`src/rtl/alu_pkg.sv`:
```
// ============================================================================
// alu_pkg : ALU command codes and issuer FSM encoding shared with the ALU LUT.
// Revision: 1.0
// ============================================================================
`default_nettype none

package alu_pkg;

  typedef enum logic [2:0] {
    CMD_ADD  = 3'd0,
    CMD_SUB  = 3'd1,
    CMD_XOR  = 3'd2,
    CMD_SLT  = 3'd3,
    CMD_AND  = 3'd4,
    CMD_NAND = 3'd5,
    CMD_OR   = 3'd6,
    CMD_NOR  = 3'd7
  } alu_cmd_e;

  typedef enum logic [1:0] {
    ST_IDLE   = 2'd0,
    ST_SETTLE = 2'd1,
    ST_RESP   = 2'd2
  } issuer_state_e;

  localparam int SETTLE_CNT_W = 8;

endpackage

`default_nettype wire

```
`src/rtl/alu_issuer.sv`:
```
// ============================================================================
// alu_issuer : holds operands on a combinational ALU for a fixed settle time,
//              then returns the sampled result over a valid/ready channel.
// Revision: 1.0
// ============================================================================
`default_nettype none

module alu_issuer
  import alu_pkg::*;
#(
  parameter int SETTLE_CYCLES = 4,
  parameter int CNT_W         = 16
) (
  input  logic             clk,
  input  logic             reset_n,
  input  logic             req_valid,
  output logic             req_ready,
  input  logic [2:0]       req_cmd,
  input  logic [31:0]      req_a,
  input  logic [31:0]      req_b,
  output logic [2:0]       alu_cmd,
  output logic [31:0]      alu_a,
  output logic [31:0]      alu_b,
  input  logic [31:0]      alu_out,
  input  logic             alu_carryout,
  input  logic             alu_overflow,
  input  logic             alu_zero,
  output logic             rsp_valid,
  input  logic             rsp_ready,
  output logic [2:0]       rsp_cmd,
  output logic [31:0]      rsp_out,
  output logic             rsp_carryout,
  output logic             rsp_overflow,
  output logic             rsp_zero,
  output logic [CNT_W-1:0] op_count
);

  localparam logic [SETTLE_CNT_W-1:0] c_SETTLE_LOAD = SETTLE_CNT_W'(SETTLE_CYCLES - 1);

  issuer_state_e           r_state;
  issuer_state_e           w_state_nxt;
  logic [SETTLE_CNT_W-1:0] r_settle_cnt;
  logic [2:0]              r_alu_cmd;
  logic [31:0]             r_alu_a;
  logic [31:0]             r_alu_b;
  logic [2:0]              r_rsp_cmd;
  logic [31:0]             r_rsp_out;
  logic                    r_rsp_carryout;
  logic                    r_rsp_overflow;
  logic                    r_rsp_zero;
  logic [CNT_W-1:0]        r_op_count;
  logic                    w_accept;
  logic                    w_capture;
  logic                    w_retire;

  always_ff @(posedge clk or negedge reset_n) begin
    if (!reset_n) r_state <= ST_IDLE;
    else          r_state <= w_state_nxt;
  end

  always_comb begin
    w_state_nxt = r_state;
    w_accept    = 1'b0;
    w_capture   = 1'b0;
    w_retire    = 1'b0;
    case (r_state)
      ST_IDLE: begin
        if (req_valid) begin
          w_accept    = 1'b1;
          w_state_nxt = ST_SETTLE;
        end
      end
      ST_SETTLE: begin
        if (r_settle_cnt == '0) begin
          w_capture   = 1'b1;
          w_state_nxt = ST_RESP;
        end
      end
      ST_RESP: begin
        // Retiring goes back to IDLE only; the next accept is a cycle later.
        if (rsp_ready) begin
          w_retire    = 1'b1;
          w_state_nxt = ST_IDLE;
        end
      end
      default: w_state_nxt = ST_IDLE;
    endcase
  end

  always_ff @(posedge clk or negedge reset_n) begin
    if (!reset_n) begin
      r_settle_cnt   <= '0;
      r_alu_cmd      <= '0;
      r_alu_a        <= '0;
      r_alu_b        <= '0;
      r_rsp_cmd      <= '0;
      r_rsp_out      <= '0;
      r_rsp_carryout <= 1'b0;
      r_rsp_overflow <= 1'b0;
      r_rsp_zero     <= 1'b0;
      r_op_count     <= '0;
    end else begin
      if (w_accept) begin
        r_alu_cmd    <= req_cmd;
        r_alu_a      <= req_a;
        r_alu_b      <= req_b;
        r_settle_cnt <= c_SETTLE_LOAD;
      end else if (r_state == ST_SETTLE && r_settle_cnt != '0) begin
        r_settle_cnt <= r_settle_cnt - 1'b1;
      end
      if (w_capture) begin
        r_rsp_cmd      <= r_alu_cmd;
        r_rsp_out      <= alu_out;
        r_rsp_carryout <= alu_carryout;
        r_rsp_overflow <= alu_overflow;
        r_rsp_zero     <= alu_zero;
      end
      if (w_retire) r_op_count <= r_op_count + CNT_W'(1);
    end
  end

  assign req_ready    = (r_state == ST_IDLE);
  assign rsp_valid    = (r_state == ST_RESP);
  assign alu_cmd      = r_alu_cmd;
  assign alu_a        = r_alu_a;
  assign alu_b        = r_alu_b;
  assign rsp_cmd      = r_rsp_cmd;
  assign rsp_out      = r_rsp_out;
  assign rsp_carryout = r_rsp_carryout;
  assign rsp_overflow = r_rsp_overflow;
  assign rsp_zero     = r_rsp_zero;
  assign op_count     = r_op_count;

endmodule

`default_nettype wire
```
`config.mk`:
```
export PLATFORM = sky130hd
export DESIGN_NAME = alu_issuer
export DESIGN_NICKNAME = d
export VERILOG_FILES = /design/src/rtl/alu_pkg.sv /design/src/rtl/alu_issuer.sv
export SDC_FILE = /design/constraint.sdc
export NUM_CORES = 1
export LEC_CHECK = 0
export CORE_MARGIN = 2
export CORE_UTILIZATION = 25
export CTS_CLUSTER_SIZE = 28
export DETAILED_ROUTE_END_ITERATION = 6
export PLACE_DENSITY = 0.53
export SLEW_MARGIN = 20
export SYNTH_ARGS = -nofsm -noshare
export SYNTH_HDL_FRONTEND = slang
export SYNTH_SLANG_ARGS = --single-unit
```
`constraint.sdc`:
```
create_clock -name clk -period 5.4 [get_ports clk]
set_input_delay 1.08 -clock clk [delete_from_list [all_inputs] [get_ports clk]]
set_output_delay 1.08 -clock clk [all_outputs]
set_load 0.01 [all_outputs]
```
* After elaboration in Yosys (flattened, before gate mapping)
Index checks and enable logic that the tools add are counted.
Storage, ports and cells: register bits after elaboration 131, latch bits 0, bits in writable memories 0, ROM bits 0, bits of input ports 106, output and inout bits 123, logic and storage cells 36, memories 0
Operators by class: $add $sub $neg 2, $mul 0, div/mod/pow operators 0, $lt $le $gt $ge 0, equality and inequality tests 5, shifts and indexed selects 0, muxes and demuxes 12, bitwise logic cells 0, reductions and logical operators 6
Operators with widths (number):
- $add A16 B1 Y16 const B | 1
- $mux W8 | 2
- $logic_not A8 Y1 | 1
- $reduce_bool A8 Y1 | 1
- $sub A8 B1 Y8 const B | 1
- $mux W1 | 6
- $mux W2 | 3
- $pmux W2 S3 | 1
- $ne A2 B2 Y1 const B | 2
- $reduce_and A3 Y1 | 1
- $eq A2 B1 Y1 const B | 1
- $eq A2 B2 Y1 const B | 1
- $logic_not A2 Y1 | 1
- $ne A2 B1 Y1 const B | 1
- $reduce_bool A2 Y1 | 1
- $logic_and A1 B1 Y1 | 1

* Logic depth before layout (Yosys ltp)
word-level depth 4, depth in mapped cells 8, depth with buffers taken out 6

* Least setup slack after synthesis
No wires, ideal clock.
kind input to register, start input rsp_ready, end register r_op_count[7], in the netlist op_count[7], library setup time 0.079 ns, arrival time 2.001 ns, data required time 5.321 ns, setup slack 3.320 ns, stages on the path 5, path buffers 1, path through and4b_1 -> and4_1 -> clkbuf_1 -> and4_1 -> xor2_1
On the way: cells in the longest elaborated chain, start to end 2
RTL lines:
- start, declared | RTL line alu_issuer.sv:29 | input logic rsp_ready,
- $mux W1 | RTL line alu_issuer.sv:81 | if (rsp_ready) begin
- $mux W1 | RTL line alu_issuer.sv:66 | case (r_state)
- end signal, assigned | RTL line alu_issuer.sv:118 | if (w_retire) r_op_count <= r_op_count + CNT_W'(1);
- end, declared | RTL line alu_issuer.sv:51 | logic [CNT_W-1:0] r_op_count;
No other way between the ends. A chain may end at the register's enable or synchronous reset.

* Worst setup path in the final report
start register r_state[0], end output req_ready
On the way: cells in the longest elaborated chain, start to end 1
RTL lines:
- start, declared | RTL line alu_issuer.sv:40 | issuer_state_e r_state;
- start signal, assigned | RTL line alu_issuer.sv:58 | else r_state <= w_state_nxt;
- $logic_not A2 Y1 | RTL line alu_issuer.sv:122 | assign req_ready = (r_state == ST_IDLE);
- end, declared | RTL line alu_issuer.sv:17 | output logic req_ready,
No other way between the ends.

==> flow_summary.json <==
{
  "vias": 4061,
  "place_area_um2": 7710,
  "syn_nets": 582,
  "worst_pin_slew_ns": 0.979,
  "critPathKind": "flip-flop to output pin",
  "synth_compound_area_share_pct": 1.04,
  "cts_root_buf": "clkbuf_16",
  "highest_layer": "met4",
  "synth_top_family_by_area": "simple AND/OR/NAND/NOR gates",
  "htreeDepth": 4,
  "cts_resized": 0,
  "seqCellArea_um2": 3280,
  "synth-edff-count": 0,
  "routabilityCongestion": 0.767,
  "total_leakage_power_nw": 3.78,
  "ys_types": 37,
  "m1WireLength_mm": 6.10,
  "synth.most_common_cell": "nand2_1",
  "hold_class": "flip-flop to flip-flop",
  "antenna_found_initial": 0,
  "finalCriticalPeriod_ns": 2.84,
  "ir_drop_v": 0.000184,
  "hold_viol": 0,
  "met2_length_mm": 6.25,
  "syn_avg_cell_area_um2": 10.9,
  "vias_per_cell": 4.12,
  "core_um2": 20200,
  "status": "complete, no violations",
  "drive_above_1_share_pct": 11.2,
  "boundaryPins": 229,
  "ys.flop_type": "dfrtp_1",
  "hpwlAfterDp_mm": 9.66,
  "io_buffers": 228,
  "critPathLaunch": "r_state[0]$_DFFE_PN0P_",
  "crit_required_ns": 4.32,
  "firstDrtPassIters": 4,
  "yosys.area_share.simple_pct": 19.8,
  "num_rows": 52,
  "drc_errors": 0,
  "clkSinkCount": 131,
  "reg2reg_slack_ns": 2.91,
  "powerDensity_nw_per_um2": 558,
  "synth_commonest_cells": "nand2_1 (212), dfrtp_1 (131), mux2_2 (30)",
  "dieHeight_um": 148,
  "die_area_um2": 21800,
  "nNetsFinal": 811,
  "final_area_um2": 8290,
  "synth_xor_area_share_pct": 3.06,
  "wl_per_cell_um": 13.8,
  "clk_latency_ns": 0.41,
  "antenna_left": 0,
  "synth_area_um2": 5150,
  "yosysTopAreaCell": "dfrtp_1",
  "syn2layout_area_growth_pct": 60.9,
  "synth_area_leaders": "dfrtp_1 (64%), nand2_1 (15%), mux2_2 (6.6%), xnor2_1 (2.7%), mux2_4 (2.6%)",
  "diodes": 0,
  "p_total_w": 0.00463,
  "wl_met3_mm": 1.11,
  "clk_pin_slew_ns": 0.06,
  "drt_iter0_markers": 124,
  "cts_setup_buffers": 0,
  "n_fill_cell": 1924,
  "synth_top_area_share_pct": 63.6,
  "fin_tns_setup_ns": 0,
  "synth_mux_area_share_pct": 9.57,
  "ys_ff_latch": 131,
  "rsz0062_at_grt": "false",
  "worst_setup_path_end_kind": "output pin",
  "r2r-start": "r_settle_cnt[0]$_DFFE_PN0P_",
  "routed_wl_mm": 13.6,
  "yosys_warnings": 0,
  "synth-async-reset-ratio_pct": 100,
  "maxCapViolations": 0,
  "synthCells": 473,
  "crit_arrival_ns": 1.76,
  "start_kind": "flip-flop",
  "grt_pass1_wl_mm": 22.6,
  "hp-start": "op_count[15]$_DFFE_PN0P_",
  "cp_max_fo": 6,
  "die_w_um": 148,
  "grt_pass1_vias": 4362,
  "numCtsBuffers": 17,
  "final_max_slew_viol_count": 0,
  "grt_util_all_layers_pct": 12.9,
  "max_freq_mhz": 352,
  "skew_ns": 0.00658,
  "initial_core_util_pct": 25.5,
  "cts_max_path_buffers": 2,
  "setup_viol": 0,
  "cts_tree": "yes",
  "synth-adder-area-share_pct": 0.728,
  "seq_area_frac_synth_pct": 63.6,
  "slew_headroom_pct": 34.5,
  "multi_input_comb_area_um2": 1770,
  "cts_hold_buf": 0,
  "grt_max_degree": 90,
  "grt_overflow_total": 0,
  "period_share_pct": 52.6
}
flip-flops by register name, indices dropped and copies added, names as in the netlist:
register / cells
alu_a: 32
alu_b: 32
rsp_out: 32
op_count: 16
r_settle_cnt: 8
alu_cmd: 3
rsp_cmd: 3
r_state: 2
rsp_carryout: 1
rsp_overflow: 1
rsp_zero: 1
metal layers:
metal,track usage (%),up-vias
li1,-,1969
met1,16.5,1931
met2,20.0,144
met3,5.46,17
met4,3.80,0
met5,0,-
cells in the final DEF (no fill, tap or decap), types with 3 or more instances in the layout:
cell	synthesis	layout
nor2_1	4	4
buf_4	0	3
ha_1	3	3
clkbuf_16	0	17
dfrtp_1	131	131
and4_1	4	4
mux2_4	9	9
clkinvlp_4	0	5
xnor2_1	16	16
nand4_1	3	3
clkinv_2	0	3
clkdlybuf4s50_1	0	227
mux2_2	30	30
inv_1	4	4
nand3_1	8	8
o211ai_1	3	3
nand2_1	212	210
final cells by class:
cell class | instances | area share [%]
tap | 270 | 4.07
inverter | 4 | 0.181
clock inverter | 12 | 1.57
clock buffer | 20 | 5.51
sequential | 131 | 39.5
timing repair buffer | 231 | 27.8
multi-input combinational | 317 | 21.3
per-stage QoR:
step                      hold WS [ns]  worst slack [ns]  std cells  util, %
after floorplan                  0.490              3.32        473        -
after global placement           0.458              2.65        953     38.1
after detailed placement         0.463              2.54        953     38.1
after CTS                        0.480              2.49        985     41.0
after global routing             0.495              2.46        985     41.0
final                            0.475              2.56        985     41.0
path summary, 6_finish.rpt:
path                                          endpoint  cells after the start
setup reg to reg                rsp_out[4]$_DFFE_PN0P_                      6
max in group asynchronous  r_settle_cnt[0]$_DFFE_PN0P_                      2
hold / removal                op_count[15]$_DFFE_PN0P_                      1
min in group asynchronous     op_count[10]$_DFFE_PN0P_                      1
setup / recovery                             req_ready                      2
hold reg to reg               op_count[15]$_DFFE_PN0P_                      1
kinds of logic after synthesis:
family / after synthesis
XOR/XNOR: 18
AND/OR/NAND/NOR: 247
buffers and inverters: 25
adder cells (fa/ha/maj): 3
AO/OA/AOI/OAI: 8
multiplexers: 41
flip-flops: 131
critical path: stages, from the launching register on:
cell and delay, ns:
dfrtp_1 0.42, nor2_1 0.32, clkdlybuf4s50_1 0.61
power breakdown:
group          switching, W  total, W  internal (W)  leakage (nW)
registers          0.000251   0.00166       0.00141          1.63
clock network      0.000443   0.00115      0.000704         0.275
logic              0.000772   0.00182       0.00105          1.87
No activity file was read; power rests on OpenSTA's default activity.
